$ cat src/rtl/cdc_2phase_src_arb_if.sv
// Requester-side and CDC-side handshake bundle for cdc_2phase_src_arb.
// The slave modport is the arbiter's view; master is the driver/monitor view.
interface cdc_2phase_src_arb_if #(
  parameter int NumIn     = 4,
  parameter int DataWidth = 32
);
  localparam int IdxWidth = (NumIn > 1) ? $clog2(NumIn) : 1;

  logic [NumIn*DataWidth-1:0]      req_data_i;
  logic [NumIn-1:0]                req_valid_i;
  logic [NumIn-1:0]                req_ready_o;
  logic [IdxWidth+DataWidth-1:0]   cdc_data_o;
  logic                            cdc_valid_o;
  logic                            cdc_ready_i;
  logic                            busy_o;
  logic                            timeout_o;

  modport slave (
    input  req_data_i, req_valid_i, cdc_ready_i,
    output req_ready_o, cdc_data_o, cdc_valid_o, busy_o, timeout_o
  );

  modport master (
    output req_data_i, req_valid_i, cdc_ready_i,
    input  req_ready_o, cdc_data_o, cdc_valid_o, busy_o, timeout_o
  );
endinterface

$ cat src/rtl/cdc_2phase_src_arb.sv
// Round-robin arbiter sharing one two-phase CDC source channel among NumIn requesters.
// Optional stall watchdog enabled by defining CDC_2PHASE_SRC_ARB_TIMEOUT_EN.
//
// state  | meaning
// IDLE   | no grant held; round-robin pick from rr_ptr_q each cycle
// LOCKED | grant held on gnt_idx_q until the CDC accepts it (or valid drops)
module cdc_2phase_src_arb #(
  parameter int NumIn         = 4,
  parameter int DataWidth     = 32,
  parameter int TimeoutCycles = 1024
) (
  input  logic                 clk_i,
  input  logic                 rst_ni,
  input  logic                 clr_i,
  cdc_2phase_src_arb_if.slave  bus
);
  localparam int IdxWidth = (NumIn > 1) ? $clog2(NumIn) : 1;
  localparam logic [IdxWidth-1:0] LastIdx = IdxWidth'(NumIn - 1);

  typedef enum logic {IDLE, LOCKED} state_e;

  state_e                state_q, state_d;
  logic [IdxWidth-1:0]   rr_ptr_q, rr_ptr_d;
  logic [IdxWidth-1:0]   gnt_idx_q, gnt_idx_d;
  logic [IdxWidth-1:0]   gnt;
  logic [DataWidth-1:0]  gnt_data;
  logic                  cdc_valid;
  logic                  hs;

  // Iterating downward lets the closest valid requester after ptr win.
  function automatic logic [IdxWidth-1:0] rr_pick(input logic [NumIn-1:0] valid,
                                                  input logic [IdxWidth-1:0] ptr);
    logic [IdxWidth-1:0] pick;
    int unsigned k;
    pick = ptr;
    for (int i = NumIn - 1; i >= 0; i--) begin
      k = (32'(ptr) + 32'(i)) % 32'(NumIn);
      if (|(valid & (NumIn'(1) << k))) pick = k[IdxWidth-1:0];
    end
    return pick;
  endfunction

  function automatic logic [IdxWidth-1:0] next_ptr(input logic [IdxWidth-1:0] idx);
    return (idx == LastIdx) ? '0 : idx + 1'b1;
  endfunction

  always_comb begin
    state_d   = state_q;
    rr_ptr_d  = rr_ptr_q;
    gnt_idx_d = gnt_idx_q;
    gnt       = rr_pick(bus.req_valid_i, rr_ptr_q);
    cdc_valid = |bus.req_valid_i;
    unique case (state_q)
      IDLE: begin
        if (cdc_valid) begin
          if (bus.cdc_ready_i) begin
            rr_ptr_d = next_ptr(gnt);
          end else begin
            gnt_idx_d = gnt;
            state_d   = LOCKED;
          end
        end
      end
      LOCKED: begin
        gnt       = gnt_idx_q;
        cdc_valid = |(bus.req_valid_i & (NumIn'(1) << gnt_idx_q));
        // A dropped valid is a protocol violation: release without advancing the pointer.
        if (!cdc_valid) begin
          state_d = IDLE;
        end else if (bus.cdc_ready_i) begin
          rr_ptr_d = next_ptr(gnt_idx_q);
          state_d  = IDLE;
        end
      end
      default: state_d = IDLE;
    endcase
  end

  always_comb begin
    gnt_data = '0;
    for (int k = 0; k < NumIn; k++) begin
      if (gnt == IdxWidth'(k)) gnt_data = bus.req_data_i[k*DataWidth +: DataWidth];
    end
  end

  assign hs              = cdc_valid & bus.cdc_ready_i;
  assign bus.cdc_valid_o = cdc_valid;
  assign bus.cdc_data_o  = {gnt, gnt_data};
  assign bus.req_ready_o = hs ? (NumIn'(1) << gnt) : '0;
  assign bus.busy_o      = (state_q == LOCKED);

  always_ff @(posedge clk_i) begin
    if (!rst_ni || clr_i) begin
      state_q   <= IDLE;
      rr_ptr_q  <= '0;
      gnt_idx_q <= '0;
    end else begin
      state_q   <= state_d;
      rr_ptr_q  <= rr_ptr_d;
      gnt_idx_q <= gnt_idx_d;
    end
  end

`ifdef CDC_2PHASE_SRC_ARB_TIMEOUT_EN
  localparam int StallWidth = $clog2(TimeoutCycles + 1);
  localparam logic [StallWidth-1:0] StallMax = StallWidth'(TimeoutCycles);

  logic [StallWidth-1:0] stall_q, stall_d;
  logic                  timeout_q;

  always_comb begin
    stall_d = '0;
    if (cdc_valid && !bus.cdc_ready_i) begin
      stall_d = (stall_q == StallMax) ? stall_q : stall_q + 1'b1;
    end
  end

  // Flag rises on the same edge the counter reaches its limit, then sticks.
  always_ff @(posedge clk_i) begin
    if (!rst_ni || clr_i) begin
      stall_q   <= '0;
      timeout_q <= 1'b0;
    end else begin
      stall_q   <= stall_d;
      timeout_q <= timeout_q | (stall_d == StallMax);
    end
  end

  assign bus.timeout_o = timeout_q;
`else
  assign bus.timeout_o = 1'b0;
`endif
endmodule

$ cat src/flat_wrapper.sv
// flat-port wrapper written by rule: the top's interface ports become plain ports
module cdc_2phase_src_arb_flat 
#(
  parameter int NumIn         = 4,
  parameter int DataWidth     = 32,
  parameter int TimeoutCycles = 1024
)
  (clk_i, rst_ni, clr_i, bus_req_data_i, bus_req_valid_i, bus_cdc_ready_i, bus_req_ready_o, bus_cdc_data_o, bus_cdc_valid_o, bus_busy_o, bus_timeout_o);
  cdc_2phase_src_arb_if #(.NumIn(NumIn), .DataWidth(DataWidth)) bus_i ();
  input  logic clk_i;
  input  logic rst_ni;
  input  logic clr_i;
  input wire logic [$bits(bus_i.req_data_i)-1:0] bus_req_data_i;
  input wire logic [$bits(bus_i.req_valid_i)-1:0] bus_req_valid_i;
  input wire logic [$bits(bus_i.cdc_ready_i)-1:0] bus_cdc_ready_i;
  output wire logic [$bits(bus_i.req_ready_o)-1:0] bus_req_ready_o;
  output wire logic [$bits(bus_i.cdc_data_o)-1:0] bus_cdc_data_o;
  output wire logic [$bits(bus_i.cdc_valid_o)-1:0] bus_cdc_valid_o;
  output wire logic [$bits(bus_i.busy_o)-1:0] bus_busy_o;
  output wire logic [$bits(bus_i.timeout_o)-1:0] bus_timeout_o;
  assign bus_i.req_data_i = bus_req_data_i;
  assign bus_i.req_valid_i = bus_req_valid_i;
  assign bus_i.cdc_ready_i = bus_cdc_ready_i;
  assign bus_req_ready_o = bus_i.req_ready_o;
  assign bus_cdc_data_o = bus_i.cdc_data_o;
  assign bus_cdc_valid_o = bus_i.cdc_valid_o;
  assign bus_busy_o = bus_i.busy_o;
  assign bus_timeout_o = bus_i.timeout_o;
  cdc_2phase_src_arb #(.NumIn(NumIn), .DataWidth(DataWidth), .TimeoutCycles(TimeoutCycles)) u_core (.clk_i(clk_i), .rst_ni(rst_ni), .clr_i(clr_i), .bus(bus_i));
endmodule
$ cat config.mk
export PLATFORM = sky130hd
export DESIGN_NAME = cdc_2phase_src_arb_flat
export DESIGN_NICKNAME = d
export VERILOG_FILES = /design/src/rtl/cdc_2phase_src_arb_if.sv /design/src/rtl/cdc_2phase_src_arb.sv /design/src/flat_wrapper.sv
export SDC_FILE = /design/constraint.sdc
export NUM_CORES = 1
export LEC_CHECK = 0
export BUFFER_PORTS_ARGS = -buffer_cell sky130_fd_sc_hd__buf_2
export CORE_MARGIN = 8
export CORE_UTILIZATION = 36
export CTS_BUF_LIST = sky130_fd_sc_hd__clkbuf_8 sky130_fd_sc_hd__clkbuf_16
export CTS_CLUSTER_SIZE = 8
export DETAILED_ROUTE_END_ITERATION = 16
export PLACE_DENSITY = 0.95
export SLEW_MARGIN = 20
export SYNTH_ARGS = -nofsm -noshare
export SYNTH_HDL_FRONTEND = slang
export SYNTH_SLANG_ARGS = --single-unit
$ cat constraint.sdc
create_clock -name clk_i -period 4.36 [get_ports clk_i]
set_input_delay 0.436 -clock clk_i [delete_from_list [all_inputs] [get_ports clk_i]]
set_output_delay 0.436 -clock clk_i [all_outputs]
set_load 0.05 [all_outputs]
== Word-level counts from Yosys, hierarchy flattened ==
Cells that the tools add are included.

* Add/sub/neg operators: 5
* Equal/unequal tests: 9
* Shift operators: 6
* Mux-type cells: 22
* Bitwise operators: 8
* Reduce and logical (&&, ||, !) cells: 11

{| class="wikitable"
|+ Operator list
! cell !! number
|-
| two-way mux 32 bit || 4
|-
| OR reduction 4 bit || 6
|-
| left shift 1 x 2 -> 4 bit, first input constant || 6
|-
| two-way mux 2 bit || 11
|-
| AND 4 bit || 5
|-
| == test 2 bit, second input constant || 4
|-
| adder 2 x 1 -> 2 bit, second input constant || 3
|-
| inequality test 2 bit, second input constant || 3
|-
| adder 2 bit, second input constant || 2
|-
| two-way mux 1 bit || 4
|-
| two-way mux 4 bit || 1
|-
| case mux 2 bit (2 select lines) || 1
|-
| AND reduction 4 bit || 1
|-
| AND reduction 3 bit || 1
|-
| == test 2 x 1 -> 1 bit, second input constant || 1
|-
| logical NOT 2 bit || 1
|-
| inequality test 2 x 1 -> 1 bit, second input constant || 1
|-
| inverter 1 bit || 2
|-
| case mux 1 bit (2 select lines) || 1
|-
| AND 1 bit || 1
|-
| logical NOT 1 bit || 1
|-
| logical OR 1 bit || 1
|}

* Register bits after elaboration: 5
* Input bits: 136
* Output and inout bits: 41
* Logic and storage cells: 64

== Depth between registers and ports, before layout ==
* Word-level depth: 14
* Depth in mapped cells: 10
* Gate-level depth less buffers: 10

== Worst setup path after synthesis ==
OpenSTA, ideal clock, no wires.

* Path kind: register -> output
* From: reg u_core.state_q, in the netlist u_core.bus.busy_o
* To: out bus_req_ready_o[3]
* Arrival: 3.469 ns
* Data required time: 3.924 ns
* Slack: 0.455 ns
* Stages on the path, launching flop included: 6
* Path buffers: 1
* Cell sequence: dfxtp_1 clkbuf_1 nor2_1 a31oi_1 nand2_1 nor3b_1

* Longest elaborated chain between the ends: 3
* Elaborated cells on any way between the ends: 5
* Those cells by class: shift (1); mux (3); bitwise (1)

{| class="wikitable"
|+ RTL lines
! what !! line !! text
|-
| from (decl) || cdc_2phase_src_arb.sv:22 || <nowiki>state_e state_q, state_d;</nowiki>
|-
| from (signal assigned) || cdc_2phase_src_arb.sv:98 || <nowiki>state_q <= state_d;</nowiki>
|-
| two-way mux 1 bit || cdc_2phase_src_arb.sv:53 || <nowiki>unique case (state_q)</nowiki>
|-
| named net bus_cdc_valid_o || flat_wrapper.sv:18 || <nowiki>output wire logic [$bits(bus_i.cdc_valid_o)-1:0] bus_cdc_valid_o;</nowiki>
|-
| AND 1 bit || cdc_2phase_src_arb.sv:86 || <nowiki>assign hs = cdc_valid & bus.cdc_ready_i;</nowiki>
|-
| two-way mux 4 bit || cdc_2phase_src_arb.sv:89 || <nowiki>assign bus.req_ready_o = hs ? (NumIn'(1) << gnt) : '0;</nowiki>
|-
| to (decl) || flat_wrapper.sv:16 || <nowiki>output wire logic [$bits(bus_i.req_ready_o)-1:0] bus_req_ready_o;</nowiki>
|}

The timed path passes the listed nets, and every way through them passes these cells.

== Worst setup path after layout ==
* From: reg u_core.rr_ptr_q[0]
* To: out bus_cdc_data_o[17]

* Longest elaborated chain between the ends: 14
* Elaborated cells on any way between the ends: 28
* Those cells by class: add/sub (3); eq/ne (3); shift (4); mux (9); bitwise (4); reduce/logical (5)

{| class="wikitable"
|+ RTL lines
! what !! line !! text
|-
| from (decl) || cdc_2phase_src_arb.sv:23 || <nowiki>logic [IdxWidth-1:0] rr_ptr_q, rr_ptr_d;</nowiki>
|-
| from (signal assigned) || cdc_2phase_src_arb.sv:99 || <nowiki>rr_ptr_q <= rr_ptr_d;</nowiki>
|-
| adder 2 bit || cdc_2phase_src_arb.sv:37 || <nowiki>k = (32'(ptr) + 32'(i)) % 32'(NumIn);</nowiki>
|-
| left shift 1 x 2 -> 4 bit || cdc_2phase_src_arb.sv:38 || <nowiki>if (|(valid & (NumIn'(1) << k))) pick = k[IdxWidth-1:0];</nowiki>
|-
| AND 4 bit || cdc_2phase_src_arb.sv:38 ||
|-
| OR reduction 4 bit || cdc_2phase_src_arb.sv:38 ||
|-
| two-way mux 2 bit (3 in a row) || cdc_2phase_src_arb.sv:38 ||
|-
| two-way mux 2 bit (*) || cdc_2phase_src_arb.sv:38 ||
|-
| two-way mux 2 bit (*) || cdc_2phase_src_arb.sv:53 ||
|-
| logical NOT 2 bit || cdc_2phase_src_arb.sv:82 || <nowiki>if (gnt == IdxWidth'(k)) gnt_data = bus.req_data_i[k*DataWidth +: DataWidth];</nowiki>
|-
| two-way mux 32 bit (3 in a row) || cdc_2phase_src_arb.sv:82 ||
|-
| two-way mux 32 bit (*) || cdc_2phase_src_arb.sv:82 ||
|-
| to (decl) || flat_wrapper.sv:17 || <nowiki>output wire logic [$bits(bus_i.cdc_data_o)-1:0] bus_cdc_data_o;</nowiki>
|}

Mark *: on every way between the ends. The rest lies on a longest branch, timed or not.

==> metrics.md <==
| Metric | Value |
|---|---|
| CTS buffer count | 3 |
| Die Height | between 70 and 80 um |
| Internal power | 385 uW |
| Post-Route WL | about 7400 um |
| Largest family of logic cells by synthesized area | multiplexers |
| Post-DRT Antenna Nets | 0 |
| DP HPWL | approximately 6600 um |
| Distinct cells, synth | 37 |
| CP max FO | 34 |
| Slew @ Worst Pin | 0.688 ns |
| Setup TNS | 0 ns |
| Top_reg_cell synth | dfxtp_1 |
| Post-DR wirelength/cell | around 22 um |
| Max-Cap Viols | 0 |
| CP Launch Type | flop |
| GRT Total Usage | a little over a fifth |
| Vias per cell | roughly 5.6 |
| Most frequent cells in the layout | buf_2, mux4_2, ha_1 |
| Setup ws final | about 0.46 ns |
| Worst setup EP type | output port |
| Period utilization | between 80% and 90% |
| #FFs+latches synth | 5 |
| Final hold vios | 0 |
| Setup Fix Bufs, Post-CTS | 0 |
| DR DRC count | 0 |
| Largest net degree at the start of global routing | 35 |
| Clock Path Buffers | 2 |
| Worst VDD drop | 0.214 mV |
| DRT iter0 DRCs | 70 |
| Cts repair resizes | 0 |
| Net Count, Synth | approximately 260 |
| Switch share | between 50% and 60% |
| H-tree Lvls | 1 |
| Area of the multi-input gates | approximately 0.0012 mm^2 |
| Outcome | completed |
| DRT Pass-1 Iters | 5 |
| Post-Synth Simple-Gate Area | 8.91% |
| RSZ-0062 raised after global routing | false |
| Placer Congestion | 0.913 |
| Ports | 177 |
| Root buffer cell | clkbuf_8 |
| NetSw | about 560 uW |
| Via count | roughly 1,900 |
| Clock transition at path regs | 0.04 ns |
| Post-Layout Cell Count | 333 |
| Max-Slew Margin vs Limit | between 50% and 60% |
| Clock share of power | under 10% |
| CTS tree | yes |
| Syn-to-layout area delta | 64.8% |
| Setup violators final | 0 |
| Core Area | 0.00388 mm^2 |
| Synth Instances | 110 |
| Worst Path Arrival | approximately 3.5 ns |
| Worst setup path class | flop to output port |
| Adder-Cell Fraction of Synth Area | around 7.9% |
| Sequential area share after synthesis | between 7 and 8% |
| Most common cell after layout, fill and taps aside | buf_2 |
| Post-synth EDFFs | 0 |
| Vias in the first global route | 1,967 |
| Nets | 427 |
| Warning count from the yosys run | 0 |
| Fillers | between 300 and 400 |
| Final Max Slew Viols | 0 |
| FF+latch area | roughly 100 um^2 |
| Die width | between 70 and 80 um |
| Power per cell area | 405 mW/mm^2 |
| Mux share of post-synthesis cell area | ~54% |
| Max Clk Rate | 256 MHz |
| Worst slack, placed | about 0.74 ns |
| Die Area | about 0.0062 mm^2 |
| Placed instance count | approximately 330 |
| Async SR Flop Fraction | 0% |
| Syn Std Cell Area | 0.00142 mm^2 |
| Compound-gate portion of the synthesized area | approximately an eighth |
| Total power | roughly 950 uW |
| Global-route wire length before repair | 10,700 um |
| Antenna violations before repair | 9 |
| Clock Sinks | 5 |
| Tightest hold margin | roughly 0.42 ns |
| Mean Syn Cell Area | between 10 and 15 um^2 |
| WP data required | between 3 and 4 ns |
| Grt ovf | 0 |
| Share of layout cells above drive strength 1 | 77.2% |
| Hold crit path type | input port to flop |
| Xor and xnor area share after synthesis | between 1 and 1.5% |
| Clk_skew | 0.00279 ns |
| Seq pwr share | 5.6% |
| # rows | 23 |
| Initial Utilization | a little over a third |
| Fin crit period | 3.90 ns |
| Leak | around 1.2 nW |
| # hold bufs at CTS | 0 |
| Port bufs | 175 |
| Clk Latency, worst-skew pair | between 0.2 and 0.25 ns |
| Combinational power share | a little under nine tenths |
## per-layer routing
layer	wire length, um	global-route usage (%)
met1	2370	21.0
met2	3640	38.0
met3	1180	14.0
met4	123	5.19
met5	102	0
## path summary, 6_finish.rpt
| path | from | end | slack [ns] | cells past startpoint |
|---|---|---|---|---|
| worst min-delay path | bus_cdc_ready_i | u_core.bus.busy_o | 0.42 | 2 |
| worst min register to register | u_core.gnt_idx_q[1] | u_core.gnt_idx_q[1] | 0.53 | 2 |
| worst max-delay path | u_core.rr_ptr_q[0] | bus_cdc_data_o[17] | 0.46 | 10 |
| worst max register to register | u_core.rr_ptr_q[0] | u_core.rr_ptr_q[1] | 1.69 | 10 |
## kinds of logic after synthesis
kind of cell | after synthesis
buffers and inverters | 14
and+or+nand+nor | 23
muxes | 35
other | 1
xor gates and xnor gates | 1
AOI/OAI and AO/OA | 22
DFF | 5
adders and majority gates | 9
## synth_stat cells, types with 2 or more instances
library cell / number / area share (%)
nor3b_1: 3 / 1.6
mux4_1: 3 / 5.6
nand3_1: 2 / 0.71
inv_1: 4 / 1.1
buf_12: 2 / 2.8
buf_2: 3 / 1.1
a22oi_2: 4 / 3.5
ha_1: 9 / 7.9
a22oi_1: 4 / 2.1
mux4_2: 29 / 46
a21oi_1: 3 / 1.1
a22o_1: 2 / 1.2
nor2_1: 3 / 0.79
mux2i_1: 2 / 1.4
buf_6: 2 / 1.6
dfxtp_1: 5 / 7.1
a211oi_1: 4 / 2.1
nor3_1: 3 / 1.1
nand2_1: 5 / 1.3
## metrics by stage
stage,instance area (um^2),util [%]
5_1_grt,2340,60.1
6_report,2340,60.2
4_1_cts,2330,60.1
3_5_place_dp,2290,58.9
2_1_floorplan,1420,-
3_3_place_gp,2290,58.9
## flip-flops by register name, summed over array words and instances (netlist names)
name               count
u_core.rr_ptr_q        2
u_core.bus.busy_o      1
u_core.gnt_idx_q       2
## power by group through the flow
stage                     Clock, mW  Sequential [mW]  Combinational (mW)
after CTS                    0.0876           0.0527               0.812
after global routing         0.0903           0.0531               0.847
after detailed placement          0           0.0534               0.812
after global placement            0           0.0530               0.795
after floorplan                   0           0.0531               0.647
final                        0.0863           0.0528               0.808
## worst max-delay path, cell delays in order, from the launching register on
cell      delay (ns)
dfxtp_1         0.43
inv_1           0.13
ha_1            0.27
a22oi_2         0.21
nand3b_1        0.12
a2111o_1        0.43
o311ai_1        0.17
mux2i_1         0.25
inv_2           0.56
mux4_2          0.42
buf_2           0.23
## cell type report
class / instances / area share [%]
antenna: 2 / 0.214
clock buffer: 3 / 1.77
clock inverter: 1 / 0.161
inverter: 5 / 0.803
multi-input combinational: 91 / 51.8
sequential: 5 / 4.28
tap: 50 / 2.68
timing repair buffer: 176 / 38.3
No activity file was read; power rests on OpenSTA's default activity.
